[config.mk]
export PLATFORM = sky130hd
export DESIGN_NAME = fetch_stage
export DESIGN_NICKNAME = d
export VERILOG_FILES = /design/src/rtl/types_pkg.sv /design/src/rtl/fetch_skid.sv /design/src/rtl/fetch_stage.sv
export SDC_FILE = /design/constraint.sdc
export NUM_CORES = 1
export LEC_CHECK = 0
export ABC_AREA = 0
export CELL_PAD_IN_SITES_DETAIL_PLACEMENT = 0
export CELL_PAD_IN_SITES_GLOBAL_PLACEMENT = 1
export CORE_MARGIN = 3
export CORE_UTILIZATION = 41
export CTS_BUF_LIST = sky130_fd_sc_hd__clkbuf_16
export DETAILED_ROUTE_END_ITERATION = 10
export PLACE_DENSITY_LB_ADDON = 0.1
export SLEW_MARGIN = 20
export SYNTH_ARGS = -nofsm -noshare
export SYNTH_HDL_FRONTEND = slang
export SYNTH_SLANG_ARGS = --single-unit
[constraint.sdc]
create_clock -name clk -period 3.9 [get_ports clk]
set_input_delay 0.39 -clock clk [delete_from_list [all_inputs] [get_ports clk]]
set_output_delay 0.39 -clock clk [all_outputs]
set_load 0.005 [all_outputs]
[src/rtl/types_pkg.sv]
// Shared core types and constants for the RV32I pipeline.
package types_pkg;
  localparam int          DATA_BUS  = 32;
  localparam logic [31:0] NOP_INSTR = 32'h0000_0013;
  localparam logic [31:0] PC_STEP   = 32'd4;
endpackage

[src/rtl/fetch_skid.sv]
// One-entry holding register for an instruction word that returns while decode is stalled.
module fetch_skid
  import types_pkg::*;
(
  input  logic                clk,
  input  logic                rst,
  input  logic                i_clr,
  input  logic                i_load,
  input  logic                i_release,
  input  logic [DATA_BUS-1:0] i_instr,
  input  logic [DATA_BUS-1:0] i_pc,
  output logic                o_valid,
  output logic [DATA_BUS-1:0] o_instr,
  output logic [DATA_BUS-1:0] o_pc
);
  logic                r_valid;
  logic [DATA_BUS-1:0] r_instr;
  logic [DATA_BUS-1:0] r_pc;

  always_ff @(posedge clk) begin
    if (rst || i_clr) begin
      r_valid <= 1'b0;
      r_instr <= '0;
      r_pc    <= '0;
    end else if (i_load) begin
      r_valid <= 1'b1;
      r_instr <= i_instr;
      r_pc    <= i_pc;
    end else if (i_release) begin
      r_valid <= 1'b0;
    end
  end

  assign o_valid = r_valid;
  assign o_instr = r_instr;
  assign o_pc    = r_pc;
endmodule

[src/rtl/fetch_stage.sv]
// Instruction fetch: owns the fetch PC, drives a 1-cycle synchronous IMEM and the IF/ID register.
module fetch_stage
  import types_pkg::*;
#(
  parameter logic [31:0] RESET_PC = 32'h0000_0000
) (
  input  logic                clk,
  input  logic                rst,
  input  logic                stall,
  input  logic                redirect,
  input  logic [DATA_BUS-1:0] redirect_target,
  output logic [DATA_BUS-1:0] imem_addr,
  output logic                imem_en,
  input  logic [DATA_BUS-1:0] imem_rdata,
  output logic [DATA_BUS-1:0] id_instr,
  output logic [DATA_BUS-1:0] id_pc,
  output logic [DATA_BUS-1:0] id_pc_plus4,
  output logic                id_valid
);
  logic [DATA_BUS-1:0] r_pc_f;
  logic                r_req_valid;
  logic [DATA_BUS-1:0] r_req_pc;
  logic                r_id_valid;
  logic [DATA_BUS-1:0] r_id_instr;
  logic [DATA_BUS-1:0] r_id_pc;
  logic [DATA_BUS-1:0] r_id_pc_plus4;

  logic                w_skid_valid;
  logic [DATA_BUS-1:0] w_skid_instr;
  logic [DATA_BUS-1:0] w_skid_pc;
  logic                w_skid_load;
  logic                w_advance;

  // The word returning during the first stall cycle is parked; later stall cycles issue nothing.
  assign w_skid_load = stall && !redirect && r_req_valid;
  assign w_advance   = !stall && !redirect;

  fetch_skid u_skid (
    .clk       (clk),
    .rst       (rst),
    .i_clr     (redirect),
    .i_load    (w_skid_load),
    .i_release (w_advance),
    .i_instr   (imem_rdata),
    .i_pc      (r_req_pc),
    .o_valid   (w_skid_valid),
    .o_instr   (w_skid_instr),
    .o_pc      (w_skid_pc)
  );

  always_ff @(posedge clk) begin
    if (rst) begin
      r_pc_f        <= RESET_PC;
      r_req_valid   <= 1'b0;
      r_req_pc      <= '0;
      r_id_valid    <= 1'b0;
      r_id_instr    <= NOP_INSTR;
      r_id_pc       <= '0;
      r_id_pc_plus4 <= '0;
    end else if (redirect) begin
      r_pc_f      <= {redirect_target[DATA_BUS-1:2], 2'b00};
      r_req_valid <= 1'b0;
      r_id_valid  <= 1'b0;
      r_id_instr  <= NOP_INSTR;
    end else if (stall) begin
      r_req_valid <= 1'b0;
    end else begin
      r_pc_f      <= r_pc_f + PC_STEP;
      r_req_valid <= 1'b1;
      r_req_pc    <= r_pc_f;
      if (w_skid_valid) begin
        r_id_valid    <= 1'b1;
        r_id_instr    <= w_skid_instr;
        r_id_pc       <= w_skid_pc;
        r_id_pc_plus4 <= w_skid_pc + PC_STEP;
      end else if (r_req_valid) begin
        r_id_valid    <= 1'b1;
        r_id_instr    <= imem_rdata;
        r_id_pc       <= r_req_pc;
        r_id_pc_plus4 <= r_req_pc + PC_STEP;
      end else begin
        r_id_valid <= 1'b0;
      end
    end
  end

  assign imem_en     = !rst && !stall;
  assign imem_addr   = r_pc_f;
  assign id_instr    = r_id_instr;
  assign id_pc       = r_id_pc;
  assign id_pc_plus4 = r_id_pc_plus4;
  assign id_valid    = r_id_valid;
endmodule

======== Word-level counts from Yosys, hierarchy flattened ========
Index checks and enable logic that the tools add are counted.
storage, ports and cells
  register bits ........................... 227
  logic and storage cells ................. 44
  input bits .............................. 68
cells by class
  reduce and logical (&&, ||, !) cells .... 14
  bitwise gates (word level) .............. 2
  add/subtract/negate cells ............... 3
  multiplexer cells ....................... 13
  equal/unequal tests ..................... 1
operator list
  cell                   number
  $mux 32                8
  $add 32x3->32 const B  3
  $mux 1                 5
  $logic_and 1x1->1      4
  $reduce_and 2->1       2
  $reduce_bool 2->1      2
  $logic_not 1->1        3
  $reduce_and 3->1       1
  $ne 2x1->1 const B     1
  $not 1->1              2
  $reduce_or 2->1        1
  $logic_or 1x1->1       1

======== Longest topological paths before layout ========
  depth in word-level cells ............... 4
  depth in mapped cells ................... 12

======== Cells and area by module ========
Synthesis repeated with hierarchy kept, for this count alone.
second synthesis, totals
  cell total of the unflattened synthesis .. 1150
  area, all modules ....................... 10030.9 sq um
modules (own cells, without submodules)
  module       area an instance (sq um)  cells an instance  instances  seq. area each (sq um)
  fetch_stage  7712.4                    939                1          3123.0
  fetch_skid   2318.5                    211                1          1301.2

======== Worst setup path before layout ========
OpenSTA, ideal clock, no wires.
  path kind ............................... reg-to-reg
  from .................................... reg u_skid.r_valid (netlist: u_skid.o_valid)
  to ...................................... reg r_id_pc_plus4[26] (netlist: id_pc_plus4[26])
  data arrival time ....................... 2467 ps
  path slack .............................. 1316 ps
  path buffers ............................ 4
  cell stages (with the launch flop) ...... 12
  data required time ...................... 3783 ps
  setup time .............................. 117 ps
  path through ............................ dfxtp_1 > buf_6 > buf_2 > buf_2 > buf_2 > mux2_2 > ha_1 > inv_1 > a21oi_2 > nand4_1 > or3_1 > a32o_1
between the ends
  cells in the longest elaborated chain, start to end .. 2
  elaborated cells between the ends (all ways) .. 3
  those cells by class .................... 1 x mux; 2 x reduce/logical
ends and longest elaborated chain
  element                      line               RTL
  start: declaration           fetch_skid.sv:16   logic r_valid;
  start signal: assignment     fetch_skid.sv:22   r_valid <= 1'b0;
  start signal: assignment     fetch_skid.sv:26   r_valid <= 1'b1;
  start signal: assignment     fetch_skid.sv:30   r_valid <= 1'b0;
  $reduce_bool 2->1 (no line)  --
  $reduce_and 3->1 (no line)   --
  end signal: assignment       fetch_stage.sv:75  r_id_pc_plus4 <= w_skid_pc + PC_STEP;
  end signal: assignment       fetch_stage.sv:80  r_id_pc_plus4 <= r_req_pc + PC_STEP;
  end: declaration             fetch_stage.sv:26  logic [DATA_BUS-1:0] r_id_pc_plus4;
Parallel ways exist; a longest one is shown, timed or not.
A chain may end at the register's enable or synchronous reset.

======== Worst setup path after layout ========
  from .................................... reg u_skid.r_valid (netlist: u_skid.o_valid)
  to ...................................... reg r_id_pc_plus4[31] (netlist: id_pc_plus4[31])
Same word-level chain as after synthesis.

==> flow_summary.json <==
{
  "outcome": "finished clean",
  "root_buffer": "clkbuf_16",
  "min_path_cells": 2,
  "min_path_type": "in2reg",
  "htreeDepth": 1,
  "cts_tree": "yes",
  "hp-start": "rst",
  "wl_per_cell_um": 15.6,
  "cts.hold.buffers_added": 0,
  "dr.pass1.iters": 4,
  "final_common_cell": "nand2_1",
  "crit_slowest_cell": "dfxtp_4",
  "grt_util_all_layers": 0.198,
  "place_area_mm2": 0.0117,
  "cp_slowest_stage_delay_ns": 0.78,
  "dp_slack_ns": 1.05,
  "endpoint_kind": "register",
  "cts_resized": 0,
  "intPower_mw": 3.65,
  "drc": 0,
  "syn_inst": 1182,
  "skew_ns": 0.0198,
  "grt_max_degree": 66,
  "worst_pin_slew_ns": 0.861,
  "start_kind": "register",
  "utilization": 0.545,
  "worst_hold_slack_ns": 0.339,
  "pwr-share-clk": 0.436,
  "worst_slack_ns": 1.10,
  "holdPathEnd": "id_pc[27]$_SDFFE_PP0P_",
  "ys_seq_area_frac": 0.450,
  "fp-row-count": 55,
  "r2r-start": "u_skid.o_valid$_SDFFE_PP0P_",
  "port_buffers": 189,
  "syn_area_mm2": 0.00964,
  "clk_path_buf_depth": 3,
  "syn_to_final_growth_pct": 29.1,
  "cp_top_family": "simple AND/OR/NAND/NOR gates",
  "final_cells": 1656,
  "syn_area_per_cell_um2": 8.16,
  "ios": 198,
  "reg2reg_depth": 5,
  "die-area_mm2": 0.0254,
  "synthDistinctLibCells": 63,
  "viasPerCell": 5.18,
  "period_share": 0.719,
  "antenna_found_initial": 0,
  "design.core.area_mm2": 0.0228,
  "synth_edf_count": 0,
  "vias": 8574,
  "wl_um": 25900,
  "p_sw_mw": 1.08,
  "die-width_um": 159,
  "power_frac_seq": 0.490,
  "synth_top_cell_by_area": "dfxtp_1",
  "insertion_delay_ns": 0.50,
  "fin_setup_tns_ns": 0,
  "synth_area_leaders": "dfxtp_1 (45%), nand2_1 (11%), a21oi_1 (6.1%)",
  "die_h_um": 159,
  "grt_pass1_vias": 7955,
  "p_comb_frac": 0.074,
  "crit_cells": 5,
  "maxCapViolations": 0,
  "power_leakage_nw": 4.00,
  "async_flop_share": 0,
  "initial_core_util": 0.422,
  "antenna_left": 0,
  "period_needed_ns": 2.80,
  "ir_drop_uv": 255,
  "arrival_ns": 3.21,
  "antennaDiodeCount": 0,
  "drive_gt1_frac": 0.0529,
  "rsz0062_at_grt": "no",
  "power_density_mw_per_mm2": 380,
  "grt_pass1_wl_um": 42900,
  "cts_setup_buffers": 0,
  "reg2reg_to": "id_pc_plus4[31]$_SDFFE_PP0P_",
  "maxSlewViolCount": 0,
  "crit_type": "reg2reg",
  "final_area_mm2": 0.0125,
  "synth_flop_cell": "dfxtp_1",
  "cp_max_fo": 52,
  "placedCellCount": 1615,
  "synth_top_area_frac": 0.450,
  "fmax_mhz": 357,
  "clock_sinks": 217,
  "critPathRequiredTime_ns": 4.30,
  "place.gp.congestion": 0.797,
  "worst-path-buf-inv": 0,
  "max-slew-margin-rel": 0.425,
  "setup_viol": 0,
  "drt-initial-drc-count": 598,
  "final_nets": 1399,
  "clk_pin_slew_ns": 0.06,
  "ff2ff_setup_slack_ns": 1.10,
  "p_sw_frac": 0.228,
  "p_total_mw": 4.73,
  "detailed_place_hpwl_um": 17800,
  "report.final.hold_viol_count": 0,
  "ys_ff_latch": 217,
  "numCtsBuffers": 25,
  "worstPathCellList": "nand3_1 > a222oi_1 > nand4_1 > or4_1 > a32o_1",
  "layout_common_cells": "nand2_1 (273), dfxtp_1 (216), clkdlybuf4s50_1 (188), a21oi_1 (118), nor2_1 (95)",
  "grt-ovfl-total": 0,
  "yosys_warnings": 0
}
power groups by stage:
stage          clock network (mW)  logic (mW)  registers, mW
3_3_place_gp                    0       0.352           2.36
5_1_grt                      2.23       0.390           2.32
4_1_cts                      2.13       0.356           2.31
6_report                     2.06       0.351           2.31
2_1_floorplan                   0       0.172           2.35
3_5_place_dp                    0       0.354           2.36
registers in the layout (all words and copies together) (netlist names):
register	count
id_instr	32
id_pc	30
id_pc_plus4	30
id_valid	1
imem_addr	30
r_req_pc	30
r_req_valid	1
u_skid.o_instr	32
u_skid.o_pc	30
u_skid.o_valid	1
synth_stat cells (2+ instances only):
cell type and count:
a2111oi_0 2, a211oi_1 61, a21o_1 3, a21oi_1 118
a22o_1 2, a22oi_1 4, a311o_1 3, a31oi_1 4
a32o_1 2, a32oi_1 3, and2_1 4, and3_1 9
and4_1 5, buf_1 4, buf_2 13, buf_4 7
clkbuf_1 68, dfxtp_1 217, ha_1 2, inv_1 9
mux2_2 7, mux2i_1 59, nand2_1 274, nand3_1 33
nand3b_1 9, nand4_1 20, nand4b_1 3, nor2_1 97
nor2b_1 3, nor3_1 17, nor4_1 12, o211ai_1 3
o21a_1 6, o21ai_0 14, o22ai_1 8, o311ai_0 8
o31ai_1 3, or2_2 4, or3_1 4, or4_1 2
xnor2_1 29, xor2_1 6
worst max path at each step:
stage / from / to / slack [ns]
6_report: u_skid.o_valid$_SDFFE_PP0P_ / id_pc_plus4[31]$_SDFFE_PP0P_ / 1.10
5_1_grt: u_skid.o_valid$_SDFFE_PP0P_ / id_pc_plus4[31]$_SDFFE_PP0P_ / 0.89
4_1_cts: u_skid.o_valid$_SDFFE_PP0P_ / id_pc_plus4[31]$_SDFFE_PP0P_ / 1.11
3_5_place_dp: stall / id_pc[2]$_SDFFE_PP0P_ / 1.05
3_3_place_gp: stall / id_pc[2]$_SDFFE_PP0P_ / 1.08
2_1_floorplan: u_skid.o_valid$_SDFFE_PP0P_ / id_pc_plus4[26]$_SDFFE_PP0P_ / 1.32
cell type report:
class                      count  area [µm²]
tap                          313         392
clock inverter                16        87.6
clock buffer                  25         626
fill                        2249       10400
inverter                      10        37.5
multi-input combinational    866        4900
sequential                   217        4350
timing repair buffer         209        2060
metal layers:
layer | wire, µm | GRT usage
met1 | 13800 | 0.317
met2 | 10200 | 0.272
met3 | 1570 | 0.0401
met4 | 314 | 0.0330
met5 | 0 | 0
worst reg2reg max path: cells and delay by family (launching register included):
family	cells	cell delay, ns
and+or+nand+nor	3	1.15
DFF	1	0.78
AOI/OAI and AO/OA	2	0.80
logic make-up after synthesis:
| family | synth area share |
|---|---|
| AO/OA/AOI/OAI | 0.167 |
| XOR/XNOR | 0.0318 |
| adder cells (fa/ha/maj) | 0.00259 |
| buffers and inverters | 0.0468 |
| flip-flops | 0.450 |
| multiplexers | 0.0694 |
| other | 0.000389 |
| AND/OR/NAND/NOR | 0.232 |
No activity file was read; power rests on OpenSTA's default activity.
==> patch 1, RTL diff (config.mk and constraints unchanged) <==
Change the package constant `DATA_BUS` from 32 to 64.
--- a/src/rtl/types_pkg.sv
+++ b/src/rtl/types_pkg.sv
@@ -1,6 +1,6 @@
 // Shared core types and constants for the RV32I pipeline.
 package types_pkg;
-  localparam int          DATA_BUS  = 32;
+  localparam int          DATA_BUS  = 64;
   localparam logic [31:0] NOP_INSTR = 32'h0000_0013;
   localparam logic [31:0] PC_STEP   = 32'd4;
 endpackage
Ports: changed (6 resized); port bits go from 198 to 390. No check against the original RTL was run, so the function may have changed too.
==> patch 1 against the unedited design <==
  * Worst setup slack worse by 640 ps
  * Area after synthesis rose by 100%
  * Wire length rose to 2.5 times the old value
  * Die area grew 98%
  * Total power increased by 120%
  * Final area up 100%
  * First-iteration DRC count rose to 2.6 times the old value
  * Sequential cell count grew 224
  * Hold slack got worse by 29 ps
  * Utilization is 0.055 points higher
  * Critical path depth up 2
  * Clock power rose by 130%
  * Critical path type unchanged
==> patch 1: results (changes against the unedited design) <==
[clock_network]
cts_setup_buffers = 0  ; unchanged
cts_buffers = 49  ; +96%
h-tree-depth = 2  ; +1
cts.root.buffer_cell = clkbuf_16
clk_path_buf_depth = 3  ; unchanged
clock_latency_ps = 590  ; +90 ps
cts_resized = 0  ; unchanged
cts.clk_slew.worst_paths_ps = 60  ; about the same

[timing]
finalHoldViolations = 0  ; unchanged
fin_skew_ps = 16.6  ; -3.20 ps
slew_headroom = 0.331  ; -0.0940

[global_routing]
grt_max_degree = 130  ; +97%
grt_pass1_wl_mm = 100  ; +130%
grt_pass1_vias = 16800  ; +110%
grt_usage = 0.250  ; +0.0528
grt.overflow.total = 0  ; unchanged

[synthesis]
synth_common_cells = 545 x nand2_1, 441 x dfxtp_1, 259 x a21oi_1
ys_seq_area_frac = 0.453  ; +0.00268
synthTopCellsByArea = dfxtp_1 45%, nand2_1 10%, a21oi_1 6.7%
synth_async_sr_flop_share = 0  ; unchanged
synth_warnings = 0  ; unchanged
synth_ff_type = dfxtp_1
syn_area_per_cell_um2 = 8.08  ; -1.0%
ys_types = 64  ; +1.6%

[pwr]
leakagePower_nw = 8.00  ; +100%
peakVddDrop_mv = 0.351  ; +38%

[setup_path]
critPathMaxStageDelay_ps = 590  ; -190 ps
crit_arrival_ps = 3930  ; +720 ps
r2r_cells = 7  ; +2
cp_max_fo = 34  ; -35%
crit_slowest_cell = or4_4

[status]
status = finished clean

[worst_hold_path]
hold_class = input port to register
holdPathStages = 2  ; unchanged

[place]
dp_hpwl_mm = 46.8  ; +160%
dp_cells = 3271  ; +100%
io_buffers = 381  ; +100%
place_area_um2 = 23800  ; +100%
routabilityCongestion = 0.899  ; +13%
dp_slack_ps = 433  ; -621 ps

[layout]
drive_above_1_share = 0.0570  ; +0.00412
final_area_um2 = 25500  ; +100%
fin_nets = 2849  ; +100%
nFillCells = 4443  ; +98%
diodes = 0  ; unchanged
fin_cells = 3362  ; +100%

[routing]
via_per_inst = 5.47  ; +5.6%
drt_iter0_markers = 1548  ; +160%
wl_per_cell_um = 19.5  ; +25%
drtPass1Iterations = 5  ; +1

[patch 1: worst paths after layout]
path,startpoint,slack [ps],to
worst min-delay path,rst,310,id_pc[34]$_SDFFE_PP0P_
worst max-delay path,u_skid.o_valid$_SDFFE_PP0P_,450,id_pc_plus4[60]$_SDFFE_PP0P_
worst min register to register,id_pc_plus4[19]$_SDFFE_PP0P_,450,id_pc_plus4[19]$_SDFFE_PP0P_
worst max register to register,u_skid.o_valid$_SDFFE_PP0P_,450,id_pc_plus4[60]$_SDFFE_PP0P_
[patch 1: final cells by class]
type,count,area share
Multi-Input combinational cell,1788,0.391
Sequential cell,441,0.346
Timing Repair Buffer,426,0.166
Clock buffer,51,0.0500
Tap cell,607,0.0298
Clock inverter,40,0.0156
Inverter,9,0.00132
[patch 1: power by group]
part | total [W] | internal [W] | switching, W
Combinational | 0.000722 | 0.000357 | 0.000364
Clock | 0.00482 | 0.00289 | 0.00193
Sequential | 0.00473 | 0.00459 | 0.000133
[patch 1: routing by layer]
metal / up-vias / global-route usage / part of all wire
met2: 631 / 0.348 / 0.41
met5: - / 0 / 0
li1: 9073 / - / -
met4: 0 / 0.0598 / 0.019
met3: 78 / 0.0473 / 0.070
met1: 8593 / 0.394 / 0.50
[patch 1: cell families (layout without fill, tap and decap cells)]
family / after synthesis / count (layout) / share of synthesized area
adder cells (fa/ha/maj): 2 / 2 / 0.00128
other: 1 / 6 / 0.000192
XOR/XNOR: 77 / 77 / 0.0346
flip-flops: 441 / 441 / 0.453
AND/OR/NAND/NOR: 1054 / 1054 / 0.241
multiplexers: 133 / 133 / 0.0694
buffers and inverters: 188 / 526 / 0.0396
AO/OA/AOI/OAI: 516 / 516 / 0.161
==> patch 2, RTL diff (same settings) <==
Made on the original files. Add an input register stage for `redirect_target`, with the module's reset; this delays it by one clock. The other inputs are not delayed to match.
--- a/src/rtl/fetch_stage.sv
+++ b/src/rtl/fetch_stage.sv
@@ -17,6 +17,17 @@
   output logic [DATA_BUS-1:0] id_pc_plus4,
   output logic                id_valid
 );
+
+  logic [DATA_BUS-1:0] redirect_target_q;
+
+  always_ff @(posedge clk) begin
+    if (rst) begin
+      redirect_target_q <= '0;
+    end else begin
+      redirect_target_q <= redirect_target;
+    end
+  end
+
   logic [DATA_BUS-1:0] r_pc_f;
   logic                r_req_valid;
   logic [DATA_BUS-1:0] r_req_pc;
@@ -58,7 +69,7 @@
       r_id_pc       <= '0;
       r_id_pc_plus4 <= '0;
     end else if (redirect) begin
-      r_pc_f      <= {redirect_target[DATA_BUS-1:2], 2'b00};
+      r_pc_f      <= {redirect_target_q[DATA_BUS-1:2], 2'b00};
       r_req_valid <= 1'b0;
       r_id_valid  <= 1'b0;
       r_id_instr  <= NOP_INSTR;
Formal check against the unedited RTL: not equivalent (a bounded check fails within 4 cycles, from zero or initial values and one cycle with rst high).
==> patch 2 against the unedited design <==
  * Area after synthesis increased by 7.2%
  * Final area up 6.6%
  * Total power increased by 12%
  * Worst setup slack better by 100 ps
  * Combinational power is 3% lower
  * Sequential cell count increased by 30
  * Wire length decreased by 1.9%
  * Die area rose by 6.9%
  * Fmax is 3.8% higher
  * Critical path type unchanged
  * Largest power group unchanged
==> patch 2: results (changes against the unedited design) <==
[clock_network]
cts.clk_slew.worst_paths_ps = 60  ; about the same
clock_latency_ps = 530  ; +30 ps
cts_resized = 0  ; unchanged
cts_buffers = 27  ; +8.0%
postCtsHoldBufs = 0  ; unchanged
cts.root.buffer_cell = clkbuf_16

[floorplanning]
dieArea_um2 = 27100  ; +6.9%

[place]
dp_cells = 1672  ; +3.5%
routabilityCongestion = 0.776  ; -2.6%
dp_hpwl_mm = 17.0  ; -4.5%

[setup_path]
cp_max_fo = 91  ; +75%
critPathMaxStageDelay_ps = 460  ; -320 ps
crit_slowest_cell = nor2_4

[pwr]
peakVddDrop_mv = 0.248  ; -2.6%
p_sw_frac = 0.230  ; +0.00195
leakagePower_nw = 4.23  ; +5.9%

[synthesis]
synth_common_cells = 256 x nand2_1, 247 x dfxtp_1, 134 x a21oi_1
ys_seq_area_frac = 0.478  ; +0.0280
synthCells = 1232  ; +4.2%
ys_types = 57  ; -9.5%
synthTopCellsByArea = dfxtp_1 48%, nand2_1 9.3%, a21oi_1 6.5%
synth_warnings = 0  ; unchanged

[routing]
drtPass1Iterations = 5  ; +1
via_per_inst = 5.00  ; -3.5%
drt_iter0_markers = 519  ; -13%
routed_wl_mm = 25.4  ; -1.9%

[status]
status = finished clean

[global_routing]
grt_pass1_wl_mm = 41.4  ; -3.6%
grt_max_degree = 95  ; +44%
grt_usage = 0.183  ; -0.0143
grt_pass1_vias = 7875  ; -1.0%

[layout]
nFillCells = 2368  ; +5.3%
fin_cells = 1723  ; +4.0%
fin_nets = 1448  ; +3.5%
drive_above_1_share = 0.0529  ; about the same

[timing]
fin_skew_ps = 9.60  ; -10.2 ps
tightestPinTransition_ps = 826  ; -35.6 ps

## patch 2: changes by cell type after synthesis, sizes merged, moves of 10 or more
cell	delta
nor2b	+31
nand2	-18
nand3b	+10
nor2	+12
a21oi	+15
dfxtp	+30
xnor2	-15
xor2	+15
## patch 2: logic make-up (layout without fill, tap and decap cells)
logic type               count (synthesis)  count (layout)  synth area share
AND/OR/NAND/NOR                        534             534             0.241
AO/OA/AOI/OAI                          252             252             0.148
flip-flops                             247             247             0.478
buffers and inverters                  101             263            0.0414
multiplexers                            60              60            0.0582
XOR/XNOR                                35              35            0.0297
adder cells (fa/ha/maj)                  2               2           0.00242
other                                    1               6          0.000363
## patch 2: layout make-up
class,instances,area share
tap,324,0.0305
clock inverter,23,0.00999
sequential,247,0.373
multi-input combinational,889,0.377
inverter,6,0.00170
clock buffer,27,0.0509
timing repair buffer,207,0.157
## patch 2: per-stage QoR
step           area, um2   util  setup WS [ps]  hold WS (ps)
3_3_place_gp       12400  0.507           1060           433
5_1_grt            13300  0.541            981           397
2_1_floorplan      10400      -            834           426
3_5_place_dp       12400  0.507            998           435
6_report           13300  0.541           1200           405
4_1_cts            13200  0.540           1220           379
## patch 2: worst register-to-register path, delay by kind of cell, from the launching register on
kind / cells / cell delay [ps]
flip-flops: 1 / 430
AO/OA/AOI/OAI: 1 / 100
buffers and inverters: 2 / 720
AND/OR/NAND/NOR: 5 / 1310
## patch 2: final timing paths
kind / startpoint / to / slack, ps / depth (start not counted)
max: u_skid.o_valid$_SDFFE_PP0P_ / id_pc[2]$_SDFFE_PP0P_ / 1200 / 8
min: redirect_target[8] / redirect_target_q[8]$_SDFF_PP0_ / 410 / 2
max reg2reg: u_skid.o_valid$_SDFFE_PP0P_ / id_pc[2]$_SDFFE_PP0P_ / 1200 / 8
min reg2reg: redirect_target_q[23]$_SDFF_PP0_ / imem_addr[23]$_SDFFE_PP0P_ / 440 / 2
## patch 2: power groups by stage
stage	registers [W]	clock network (W)	logic (W)
finish	0.00262	0.00233	0.000340
global route	0.00263	0.00250	0.000377
CTS	0.00262	0.00240	0.000341
detailed placement	0.00268	0	0.000340
global placement	0.00268	0	0.000336
floorplan	0.00267	0	0.000173
## patch 2: metal layers
layer  global-route usage  wire length, um
met3               0.0331             1410
met2                0.249            10000
met4               0.0370              415
met1                0.297            13600
met5                    0                0
